[src/rtl/regbank_debug_arbiter_pkg.sv]
// Shared decode-stage definitions: arbiter FSM encoding, default widths and
// the helper that tells who owns the register bank read ports.
package regbank_debug_arbiter_pkg;

    localparam int NB_DATA_DEF     = 32;
    localparam int NB_REGISTER_DEF = 5;
    localparam int N_REGISTERS_DEF = 32;

    typedef enum logic [2:0] {
        ST_IDLE      = 3'd0,
        ST_WAIT_HALT = 3'd1,
        ST_READ      = 3'd2,
        ST_SEND      = 3'd3,
        ST_DONE      = 3'd4
    } state_t;

    // The pipeline keeps the read ports until it has actually acknowledged the freeze.
    function automatic logic pipe_owns_bank(input state_t st);
        return (st == ST_IDLE) || (st == ST_WAIT_HALT);
    endfunction

endpackage

[src/rtl/regbank_debug_arbiter_if.sv]
// Bundle of the pipeline, register bank and debug-sink signals around the arbiter.
interface regbank_debug_arbiter_if
    import regbank_debug_arbiter_pkg::*;
#(
    parameter int NB_DATA     = NB_DATA_DEF,
    parameter int NB_REGISTER = NB_REGISTER_DEF
);
    logic                   i_dump_start;
    logic                   i_dump_abort;
    logic                   i_pipeline_halted;
    logic [NB_REGISTER-1:0] i_pipe_rs;
    logic [NB_REGISTER-1:0] i_pipe_rt;
    logic [NB_DATA-1:0]     i_bank_data_0;
    logic                   i_data_ready;
    logic [NB_REGISTER-1:0] o_read_reg_sel_0;
    logic [NB_REGISTER-1:0] o_read_reg_sel_1;
    logic                   o_stall_req;
    logic [NB_DATA-1:0]     o_data;
    logic                   o_data_valid;
    logic [NB_REGISTER-1:0] o_reg_index;
    logic                   o_busy;
    logic                   o_done;
    logic                   o_error;

    modport slave (
        input  i_dump_start, i_dump_abort, i_pipeline_halted, i_pipe_rs, i_pipe_rt,
               i_bank_data_0, i_data_ready,
        output o_read_reg_sel_0, o_read_reg_sel_1, o_stall_req, o_data, o_data_valid,
               o_reg_index, o_busy, o_done, o_error
    );

    modport master (
        output i_dump_start, i_dump_abort, i_pipeline_halted, i_pipe_rs, i_pipe_rt,
               i_bank_data_0, i_data_ready,
        input  o_read_reg_sel_0, o_read_reg_sel_1, o_stall_req, o_data, o_data_valid,
               o_reg_index, o_busy, o_done, o_error
    );

endinterface

[src/rtl/regbank_port_mux.sv]
// Register bank read-select mux: pipeline selects or the dump index on port 0.
module regbank_port_mux
    import regbank_debug_arbiter_pkg::*;
#(
    parameter int NB_REGISTER = NB_REGISTER_DEF
) (
    input  logic                   select_pipe,
    input  logic [NB_REGISTER-1:0] pipe_rs,
    input  logic [NB_REGISTER-1:0] pipe_rt,
    input  logic [NB_REGISTER-1:0] dump_index,
    output logic [NB_REGISTER-1:0] read_reg_sel_0,
    output logic [NB_REGISTER-1:0] read_reg_sel_1
);

    // Port 1 is parked on register 0 while the dump owns the bank.
    always_comb begin
        read_reg_sel_0 = pipe_rs;
        read_reg_sel_1 = pipe_rt;
        if (select_pipe) begin
            read_reg_sel_0 = pipe_rs;
            read_reg_sel_1 = pipe_rt;
        end else begin
            read_reg_sel_0 = dump_index;
            read_reg_sel_1 = {NB_REGISTER{1'b0}};
        end
    end

endmodule

[src/rtl/regbank_debug_arbiter.sv]
// Debug dump arbiter: freezes the pipeline, walks the register bank and streams
// every value over a valid/ready handshake before handing the ports back.
module regbank_debug_arbiter
    import regbank_debug_arbiter_pkg::*;
#(
    parameter int NB_DATA     = NB_DATA_DEF,
    parameter int NB_REGISTER = NB_REGISTER_DEF,
    parameter int N_REGISTERS = N_REGISTERS_DEF
) (
    input logic                    i_clock,
    input logic                    i_reset,
    regbank_debug_arbiter_if.slave bus
);

    localparam logic [NB_REGISTER-1:0] LAST_INDEX = NB_REGISTER'(N_REGISTERS - 1);

    state_t                 state_r, state_s;
    logic [NB_REGISTER-1:0] index_r, index_s;
    logic [NB_DATA-1:0]     data_r, data_s;
    logic [NB_REGISTER-1:0] reg_index_r, reg_index_s;
    logic                   valid_r, valid_s;
    logic                   stall_r, stall_s;
    logic                   done_r, done_s;
    logic                   error_r, error_s;

    // State and output registers.
    always_ff @(posedge i_clock or posedge i_reset) begin
        if (i_reset) begin
            state_r     <= ST_IDLE;
            index_r     <= {NB_REGISTER{1'b0}};
            data_r      <= {NB_DATA{1'b0}};
            reg_index_r <= {NB_REGISTER{1'b0}};
            valid_r     <= 1'b0;
            stall_r     <= 1'b0;
            done_r      <= 1'b0;
            error_r     <= 1'b0;
        end else begin
            state_r     <= state_s;
            index_r     <= index_s;
            data_r      <= data_s;
            reg_index_r <= reg_index_s;
            valid_r     <= valid_s;
            stall_r     <= stall_s;
            done_r      <= done_s;
            error_r     <= error_s;
        end
    end

    // Next-state and next-output decode; abort outranks a dropped halt.
    always_comb begin
        state_s     = state_r;
        index_s     = index_r;
        data_s      = data_r;
        reg_index_s = reg_index_r;
        valid_s     = valid_r;
        stall_s     = stall_r;
        done_s      = 1'b0;
        error_s     = 1'b0;
        case (state_r)
            ST_IDLE: begin
                valid_s = 1'b0;
                stall_s = 1'b0;
                if (bus.i_dump_abort) begin
                    state_s = ST_IDLE;
                end else if (bus.i_dump_start) begin
                    state_s = ST_WAIT_HALT;
                    stall_s = 1'b1;
                end else begin
                    state_s = ST_IDLE;
                end
            end
            ST_WAIT_HALT: begin
                if (bus.i_dump_abort) begin
                    state_s = ST_IDLE;
                    stall_s = 1'b0;
                end else if (bus.i_pipeline_halted) begin
                    state_s = ST_READ;
                    index_s = {NB_REGISTER{1'b0}};
                end else begin
                    state_s = ST_WAIT_HALT;
                end
            end
            ST_READ: begin
                if (bus.i_dump_abort || !bus.i_pipeline_halted) begin
                    state_s = ST_IDLE;
                    valid_s = 1'b0;
                    stall_s = 1'b0;
                    error_s = !bus.i_dump_abort;
                end else begin
                    state_s     = ST_SEND;
                    data_s      = bus.i_bank_data_0;
                    reg_index_s = index_r;
                    valid_s     = 1'b1;
                end
            end
            ST_SEND: begin
                if (bus.i_dump_abort || !bus.i_pipeline_halted) begin
                    state_s = ST_IDLE;
                    valid_s = 1'b0;
                    stall_s = 1'b0;
                    error_s = !bus.i_dump_abort;
                end else if (bus.i_data_ready) begin
                    valid_s = 1'b0;
                    if (index_r == LAST_INDEX) begin
                        state_s = ST_DONE;
                        done_s  = 1'b1;
                        stall_s = 1'b0;
                    end else begin
                        state_s = ST_READ;
                        index_s = index_r + {{(NB_REGISTER-1){1'b0}}, 1'b1};
                    end
                end else begin
                    state_s = ST_SEND;
                end
            end
            ST_DONE: begin
                state_s = ST_IDLE;
                valid_s = 1'b0;
                stall_s = 1'b0;
            end
            default: begin
                state_s = ST_IDLE;
                valid_s = 1'b0;
                stall_s = 1'b0;
            end
        endcase
    end

    regbank_port_mux #(
        .NB_REGISTER (NB_REGISTER)
    ) u_port_mux (
        .select_pipe    (pipe_owns_bank(state_r)),
        .pipe_rs        (bus.i_pipe_rs),
        .pipe_rt        (bus.i_pipe_rt),
        .dump_index     (index_r),
        .read_reg_sel_0 (bus.o_read_reg_sel_0),
        .read_reg_sel_1 (bus.o_read_reg_sel_1)
    );

    assign bus.o_stall_req  = stall_r;
    assign bus.o_data       = data_r;
    assign bus.o_data_valid = valid_r;
    assign bus.o_reg_index  = reg_index_r;
    assign bus.o_busy       = (state_r != ST_IDLE);
    assign bus.o_done       = done_r;
    assign bus.o_error      = error_r;

endmodule

[src/flat_wrapper.sv]
// flat-port wrapper written by rule: the top's interface ports become plain ports
module regbank_debug_arbiter_flat import regbank_debug_arbiter_pkg::*;
#(
    parameter int NB_DATA     = NB_DATA_DEF,
    parameter int NB_REGISTER = NB_REGISTER_DEF,
    parameter int N_REGISTERS = N_REGISTERS_DEF
)
  (i_clock, i_reset, bus_i_dump_start, bus_i_dump_abort, bus_i_pipeline_halted, bus_i_pipe_rs, bus_i_pipe_rt, bus_i_bank_data_0, bus_i_data_ready, bus_o_read_reg_sel_0, bus_o_read_reg_sel_1, bus_o_stall_req, bus_o_data, bus_o_data_valid, bus_o_reg_index, bus_o_busy, bus_o_done, bus_o_error);
  regbank_debug_arbiter_if #(.NB_DATA(NB_DATA), .NB_REGISTER(NB_REGISTER)) bus_i ();
  input logic i_clock;
  input logic i_reset;
  input wire logic [$bits(bus_i.i_dump_start)-1:0] bus_i_dump_start;
  input wire logic [$bits(bus_i.i_dump_abort)-1:0] bus_i_dump_abort;
  input wire logic [$bits(bus_i.i_pipeline_halted)-1:0] bus_i_pipeline_halted;
  input wire logic [$bits(bus_i.i_pipe_rs)-1:0] bus_i_pipe_rs;
  input wire logic [$bits(bus_i.i_pipe_rt)-1:0] bus_i_pipe_rt;
  input wire logic [$bits(bus_i.i_bank_data_0)-1:0] bus_i_bank_data_0;
  input wire logic [$bits(bus_i.i_data_ready)-1:0] bus_i_data_ready;
  output wire logic [$bits(bus_i.o_read_reg_sel_0)-1:0] bus_o_read_reg_sel_0;
  output wire logic [$bits(bus_i.o_read_reg_sel_1)-1:0] bus_o_read_reg_sel_1;
  output wire logic [$bits(bus_i.o_stall_req)-1:0] bus_o_stall_req;
  output wire logic [$bits(bus_i.o_data)-1:0] bus_o_data;
  output wire logic [$bits(bus_i.o_data_valid)-1:0] bus_o_data_valid;
  output wire logic [$bits(bus_i.o_reg_index)-1:0] bus_o_reg_index;
  output wire logic [$bits(bus_i.o_busy)-1:0] bus_o_busy;
  output wire logic [$bits(bus_i.o_done)-1:0] bus_o_done;
  output wire logic [$bits(bus_i.o_error)-1:0] bus_o_error;
  assign bus_i.i_dump_start = bus_i_dump_start;
  assign bus_i.i_dump_abort = bus_i_dump_abort;
  assign bus_i.i_pipeline_halted = bus_i_pipeline_halted;
  assign bus_i.i_pipe_rs = bus_i_pipe_rs;
  assign bus_i.i_pipe_rt = bus_i_pipe_rt;
  assign bus_i.i_bank_data_0 = bus_i_bank_data_0;
  assign bus_i.i_data_ready = bus_i_data_ready;
  assign bus_o_read_reg_sel_0 = bus_i.o_read_reg_sel_0;
  assign bus_o_read_reg_sel_1 = bus_i.o_read_reg_sel_1;
  assign bus_o_stall_req = bus_i.o_stall_req;
  assign bus_o_data = bus_i.o_data;
  assign bus_o_data_valid = bus_i.o_data_valid;
  assign bus_o_reg_index = bus_i.o_reg_index;
  assign bus_o_busy = bus_i.o_busy;
  assign bus_o_done = bus_i.o_done;
  assign bus_o_error = bus_i.o_error;
  regbank_debug_arbiter #(.NB_DATA(NB_DATA), .NB_REGISTER(NB_REGISTER), .N_REGISTERS(N_REGISTERS)) u_core (.i_clock(i_clock), .i_reset(i_reset), .bus(bus_i));
endmodule
[config.mk]
export PLATFORM = sky130hd
export DESIGN_NAME = regbank_debug_arbiter_flat
export DESIGN_NICKNAME = d
export VERILOG_FILES = /design/src/rtl/regbank_debug_arbiter_pkg.sv /design/src/rtl/regbank_debug_arbiter_if.sv /design/src/rtl/regbank_port_mux.sv /design/src/rtl/regbank_debug_arbiter.sv /design/src/flat_wrapper.sv
export SDC_FILE = /design/constraint.sdc
export NUM_CORES = 1
export LEC_CHECK = 0
export CORE_AREA = 2 2 62 64
export DETAILED_ROUTE_END_ITERATION = 12
export DIE_AREA = 0 0 64 66
export DONT_BUFFER_PORTS = 1
export GPL_ROUTABILITY_DRIVEN = 0
export PLACE_DENSITY = 0.8
export SLEW_MARGIN = 20
export SYNTH_ARGS = -nofsm -noshare
export SYNTH_HDL_FRONTEND = slang
export SYNTH_SLANG_ARGS = --single-unit
[constraint.sdc]
create_clock -name i_clock -period 2.4 [get_ports i_clock]
set_input_delay 0.72 -clock i_clock [delete_from_list [all_inputs] [get_ports i_clock]]
set_output_delay 0.72 -clock i_clock [all_outputs]
set_load 0.03 [all_outputs]
==> reports/qor.csv, run 1 <==
stage;metric;value;unit
clock_tree;CTS buffer count;5;
drt;First DRT Iteration DRCs;67;
layout;Final Net Count;211;
synthesis;EDFF count, synth;0;
synthesis;Syn Inst Count;153;
drt;WL final;3850;um
synthesis;asr flop ratio synth;100.0;%
placement;Post-DP HPWL;2957;um
synthesis;count leader, synth;dfrtp_1;
layout;share of layout cells above drive strength 1;16.05;%
global_routing;initial antenna violation count;0;
pwr;Int Pwr;1192;uW
worst_setup_path;Critical Path Start;u_core.index_r[1]$_DFFE_PP0P_;
synthesis;Syn Nets;203;
timing;Rel. slew slack;56.30;%
worst_setup_path;worst-case reg-to-reg path depth;7;
synthesis;Synth Area in Simple Gates;9.666;%
synthesis;Post-Synth XOR/XNOR Area;0;%
clock_tree;clk sink count;48;
synthesis;main combinational cell family by area after synthesis;multiplexers;
floorplanning;Starting Density;57.96;%
worst_setup_path;CP endpoint kind;register;
worst_setup_path;worst r2r src;u_core.index_r[1]$_DFFE_PP0P_;
global_routing;pin count of the biggest net entering global routing;34;
flow_run;max-cap violations;0;
clock_tree;Clock Tree Buf Depth;2;
timing;RSZ-0062 raised after global routing;false;
timing;skew final;0.008214;ns
drt;Post-DRT Antenna Nets;0;
pwr;Lkg Pwr;0.001071;uW
worst_setup_path;Crit Path Max Fanout;8;
pwr;total chip power;1942;uW
hold_path;worst hold path type;in2async;
drt;Vias;1234;
timing;fin. max-slew vios;0;
global_routing;first-pass GRT wire length;5878;um
pwr;Power Dens Cells;884.4;mW/mm^2
pwr;P_sw;750.0;uW
synthesis;Synth Area per Inst;13.45;um^2
placement;Cells after DPL;200;
clock_tree;Max H-tree Level;2;
synthesis;Yosys reg bits;48;
timing;Final Hold Fails;0;
timing;Final min period;2.301;ns
synthesis;top cells by count, synth;48 x dfrtp_1, 42 x mux2_1, 10 x nand2_1;
synthesis;Synth top area share;58.36;%
clock_tree;Reg clk slew, reported paths;0.13;ns
global_routing;Total GRT Usage;18.69;%
synthesis;Synth Warn #;0;
synthesis;largest area contributor in the netlist;dfrtp_1;
worst_setup_path;Critical Path Start Type;register;
floorplanning;Rows;22;
clock_tree;cts hold-fix bufs;0;
clock_tree;Root Buffer;clkbuf_4;
floorplanning;die footprint;0.004224;mm^2
pwr;Max VDD drop;666.9;uV
timing;Tcrit/Tclk final;95.89;%
timing;total negative slack;0;ns
layout;Post-Layout Cell Count;210;
synthesis;top post-synthesis cells by area;dfrtp_1 58%, mux2_1 23%, and2_1 1.8%, nand2_1 1.8%, o21ai_1 1.7%;
synthesis;Mapped Area;0.002058;mm^2
synthesis;multiplexer area fraction after synthesis;22.98;%
drt;DRC violations left;0;
floorplanning;core area;0.003551;mm^2
floorplanning;Die W;64;um
clock_tree;CTS tree;done;
floorplanning;die height;66;um
worst_setup_path;Worst EP arrival;2.58;ns
layout;fin util;61.84;%
status;status;completed;
pwr;switching part of the total;38.62;%
drt;Pre-antenna DRT Iters;4;
worst_setup_path;Worst EP required;2.68;ns
synthesis;area share of fa/ha/maj cells after synthesis;1.216;%
synthesis;Synth Area in Compound Gates;4.802;%
timing;Tightest Pin Transition;0.6545;ns
pwr;Clk pwr share;20.3;%
synthesis;Netlist cell types;28;
clock_tree;Clock Latency Late Sink;0.36;ns
synthesis;dominant synthesized flop cell;dfrtp_1;
layout;# fillers;279;
pwr;Reg power frac;69.4;%
worst_setup_path;crit path kind;reg2reg;
drt;routed len/inst;18.33;um
placement;PortBufs;0;
layout;n_diodes;0;
timing;Final setup violation count;0;
global_routing;vias in the first global route;1253;
pwr;combinational share of power;10.3;%
global_routing;Remaining Overflow, GRT;0;
timing;f_max;0.4345;GHz
layout;Final Instance Area;0.002196;mm^2
placement;placed instance area;0.002115;mm^2
drt;Vias/cell;5.876;
synthesis;Seq/Total Area, Yosys;58.36;%
layout;Synth-to-Final Area Change;6.687;%
floorplanning;I/O pin count;100;
-- final timing paths --
kind                       slack, ns                                 end
setup / recovery                 0.1       u_core.index_r[3]$_DFFE_PP0P_
hold / removal                  0.31   u_core.bus.o_data[13]$_DFFE_PP0P_
setup reg to reg                 0.1       u_core.index_r[3]$_DFFE_PP0P_
hold reg to reg                 0.58       u_core.index_r[3]$_DFFE_PP0P_
max in group asynchronous       1.43    u_core.bus.o_data[9]$_DFFE_PP0P_
min in group i_clock            0.45  u_core.bus.o_stall_req$_DFFE_PP0P_
-- metal layers --
metal / global-route usage, % / wire length (um) / up-vias
li1: - / - / 551
met1: 20.11 / 1416 / 618
met3: 7.155 / 359 / 6
met2: 33.46 / 2025 / 59
met5: 0 / 0 / -
met4: 6.522 / 50 / 0
-- cell usage in the layout, fill, tap and decap left out, drive strengths merged --
cell    instances
o32ai           1
nand3           4
nand4           1
buf             8
clkbuf          6
nor2b           1
and4b           1
clkinv          1
a21o            1
nand2          10
dfrtp          48
and2            6
and3            2
o21ai          10
o31ai           1
nor2            7
inv             3
nand3b          1
mux2           42
or3             1
nand2b          3
a32oi           1
ha              2
a2111o          1
-- cell families after synthesis --
kind of cell / after synthesis
AOI/OAI and AO/OA: 15
adders and majority gates: 2
buffers and inverters: 9
DFF: 48
muxes: 42
and+or+nand+nor: 37
-- critical path, stage by stage, from the launching register on --
cell      delay [ns]
dfrtp_1         0.45
ha_1            0.24
and3_1          0.19
ha_1            0.22
nand2b_1        0.16
a2111o_1        0.53
nand2b_4        0.20
o31ai_2         0.23
-- area by class of cell --
class                   instances  area [um^2]  area share, %
inverters                       2        7.507         0.3419
repair buffers                  8        60.06          2.735
flip-flops and latches         48         1202          54.76
well taps                      48        60.06          2.735
clock buffers                   6        51.30          2.336
clock inverters                 2        13.76         0.6268
multi-input cells              96        800.8          36.47
-- registers in the layout, summed over array words and instances (netlist names) --
register	flops
u_core.bus.o_stall_req	1
u_core.bus.o_data_valid	1
u_core.bus.o_reg_index	5
u_core.state_r	2
u_core.index_r	5
u_core.bus.o_error	1
u_core.bus.o_done	1
u_core.bus.o_data	32
-- through the flow --
stage               worst slack, ns  hold WS [ns]
global placement             0.2783        0.5379
CTS                         0.01648        0.3277
finish                      0.09867        0.3109
global route               0.003967        0.3430
detailed placement           0.1545        0.5537
floorplan                    0.3164        0.4855
-- power by group through the flow --
| stage | sequential, uW | combinational (uW) | clock, uW |
|---|---|---|---|
| final | 1350 | 199 | 395 |
| after global routing | 1370 | 221 | 437 |
| after CTS | 1350 | 202 | 409 |
| after detailed placement | 1370 | 201 | 0 |
| after global placement | 1360 | 185 | 0 |
| after floorplan | 1330 | 173 | 0 |
-- repair_timing --
item | 4_1_cts | 5_1_grt
endpoints found under the setup margin | 5 | 5
gates resized for setup | 6 | 0
setup buffers | 0 | 2
(Power assumes the default switching activity.)
==> inputs of run 2 (changes only) <==
ABC_AREA = 1   (was unset)
CORE_AREA = 2 2 64 66   (was 2 2 62 64)
DIE_AREA = 0 0 66 68   (was 0 0 64 66)
PLACE_DENSITY = 0.81   (was 0.8)
==> reports/qor.csv, run 2 <==
stage;metric;value;unit
status;status;completed;
synthesis;Synth Area per Inst;8.518;um^2
drt;Post-DRT Antenna Nets;0;
timing;Final min period;2.088;ns
drt;Pre-antenna DRT Iters;4;
drt;Vias;1680;
synthesis;Seq/Total Area, Yosys;53.22;%
worst_setup_path;CP endpoint kind;output port;
timing;f_max;0.4790;GHz
synthesis;dominant synthesized flop cell;dfrtp_1;
synthesis;Yosys reg bits;48;
timing;Tcrit/Tclk final;86.99;%
worst_setup_path;critical-path cell list;nor2_1, buf_4, inv_1, nor2_1, buf_4;
drt;Highest Signal Layer;met4;
clock_tree;CTS tree;done;
drt;routed len/inst;13.24;um
layout;max reg flops;32;
clock_tree;CTS buffer count;5;
pwr;Power Dens Cells;851.4;mW/mm^2
worst_setup_path;Max stage delay cell, worst path;dfrtp_1;
floorplanning;die height;68;um
pwr;total chip power;2108;uW
drt;WL final;4370;um
synthesis;Synth Warn #;0;
clock_tree;Max H-tree Level;2;
placement;PortBufs;0;
worst_setup_path;Crit path buffers/inverters;3;
synthesis;largest area contributor in the netlist;dfrtp_1;
synthesis;top cells by count, synth;62 x nand2_1, 52 x inv_1, 48 x dfrtp_1;
layout;Synth-to-Final Area Change;9.700;%
drt;WL met2;2107;um
floorplanning;Starting Density;58.53;%
worst_setup_path;Critical Path Start Type;register;
layout;Final Net Count;330;
floorplanning;core area;0.003856;mm^2
pwr;Lkg Pwr;0.001348;uW
hold_path;worst hold path type;in2async;
placement;placed instance area;0.002399;mm^2
timing;Hold WS;0.3363;ns
clock_tree;Root Buffer;clkbuf_8;
synthesis;Syn Nets;315;
clock_tree;Reg clk slew, reported paths;0.08;ns
synthesis;Mapped Area;0.002257;mm^2
floorplanning;die footprint;0.004488;mm^2
worst_setup_path;Worst EP required;1.68;ns
synthesis;Netlist cell types;24;
global_routing;first-pass GRT wire length;6665;um
placement;pre-CTS setup slack;0.6206;ns
global_routing;Total GRT Usage;19.47;%
timing;skew final;0.005476;ns
synthesis;EDFF count, synth;0;
synthesis;Synth top area share;53.22;%
drt;WL met1;1807;um
worst_setup_path;crit path kind;reg2out;
global_routing;Remaining Overflow, GRT;0;
global_routing;pin count of the biggest net entering global routing;36;
floorplanning;Die W;66;um
clock_tree;Resized Gates After CTS;0;
timing;Final WS setup;0.3122;ns
timing;RSZ-0062 raised after global routing;false;
layout;n_diodes;0;
pwr;Max VDD drop;278.6;uV
timing;total negative slack;0;ns
clock_tree;Clock Tree Buf Depth;2;
timing;Final setup violation count;0;
synthesis;Syn Inst Count;265;
timing;fin. max-slew vios;0;
clock_tree;clk sink count;48;
drt;First DRT Iteration DRCs;127;
layout;Final Instance Area;0.002476;mm^2
clock_tree;post-CTS setup buffers;0;
layout;share of layout cells above drive strength 1;17.50;%
drt;Met3 Wirelength;407;um
timing;Tightest Pin Transition;0.5110;ns
synthesis;count leader, synth;nand2_1;
floorplanning;I/O pin count;100;
synthesis;asr flop ratio synth;100.0;%
global_routing;initial antenna violation count;0;
timing;Final Hold Fails;0;
drt;Vias/cell;5.091;
worst_setup_path;Crit Path Max Fanout;7;
drt;DRC violations left;0;
global_routing;vias in the first global route;1537;
flow_run;max-cap violations;0;
worst_setup_path;Worst path max stage delay;0.40;ns
worst_setup_path;Worst path top cell family by delay;buffers and inverters;
synthesis;top post-synthesis cells by area;dfrtp_1 53%, nand2_1 10%, inv_1 8.6%, o21ai_1 4.4%, o21ai_2 3.9%;
layout;most common cell after layout, fill and taps aside;nand2_1;
worst_setup_path;Worst EP arrival;1.37;ns
clock_tree;Clock Latency Late Sink;0.29;ns
layout;most frequent cells in the layout;62 x nand2_1, 51 x inv_1, 48 x dfrtp_1;
floorplanning;Rows;23;
clock_tree;cts hold-fix bufs;0;
timing;Rel. slew slack;65.88;%
placement;Post-DP HPWL;3338;um
run 2: changes by cell type in the layout (fill, tap and decap cells not counted), moves of 5 or more:
cell      delta
buf_4        +7
o21ai_2     +10
nor2_1      +10
clkbuf_4     -5
nand2_2      +8
o21ai_1     +13
inv_1       +50
nand2_1     +52
o21ai_0     +12
mux2_2       -5
mux2_1      -37
and2_1       -6
run 2: logic make-up after synthesis:
group / Yosys count / share of synthesized area [%]
adder cells (fa/ha/maj): 2 / 1.108
flip-flops: 48 / 53.21
AO/OA/AOI/OAI: 48 / 12.53
buffers and inverters: 63 / 12.25
XOR/XNOR: 1 / 0.3881
AND/OR/NAND/NOR: 103 / 20.51
run 2: metal layers:
| layer | global-route usage, % | vias up |
|---|---|---|
| li1 | - | 835 |
| met1 | 22.51 | 757 |
| met2 | 34.72 | 83 |
| met3 | 5.263 | 5 |
| met4 | 7.398 | 0 |
| met5 | 0 | - |
run 2: path summary, 6_finish.rpt:
| path | from | to | slack (ns) | depth (start not counted) |
|---|---|---|---|---|
| setup / recovery | u_core.state_r[1]$_DFF_PP0_ | bus_o_read_reg_sel_1[2] | 0.31 | 5 |
| hold / removal | i_reset | u_core.bus.o_data[25]$_DFFE_PP0P_ | 0.34 | 1 |
| setup reg to reg | u_core.bus.o_done$_DFF_PP0_ | u_core.bus.o_data[10]$_DFFE_PP0P_ | 0.75 | 6 |
| hold reg to reg | u_core.index_r[3]$_DFFE_PP0P_ | u_core.index_r[3]$_DFFE_PP0P_ | 0.48 | 2 |
| max in group asynchronous | i_reset | u_core.bus.o_data[12]$_DFFE_PP0P_ | 1.55 | 2 |
| min in group i_clock | u_core.index_r[3]$_DFFE_PP0P_ | u_core.index_r[3]$_DFFE_PP0P_ | 0.48 | 2 |
run 2: stage by stage:
step | utilization [%] | instances
2_1_floorplan | - | 265
3_3_place_gp | 62.20 | 323
3_5_place_dp | 62.20 | 323
4_1_cts | 64.21 | 330
5_1_grt | 64.21 | 330
6_report | 64.21 | 330
run 2: area by class of cell:
class,count,area [um^2]
tap,50,62.56
timing repair buffer,17,152.6
clock inverter,1,5.005
clock buffer,6,72.57
sequential,48,1201
multi-input combinational,154,779.5
inverter,54,202.7
fill,336,1380
run 2: where the power goes:
part	leakage, uW	total, uW	internal (uW)	switching [uW]
sequential	0.000640	1370	956	417
combinational	0.000667	293	121	172
clock	0.0000410	443	198	244
total	0.00135	2110	1270	833
==> inputs of run 3 (changes only) <==
CAP_MARGIN = 10   (was unset)
==> results of run 3 <==
Same layout as run 2: the final DEF is identical, and so are final timing and power.
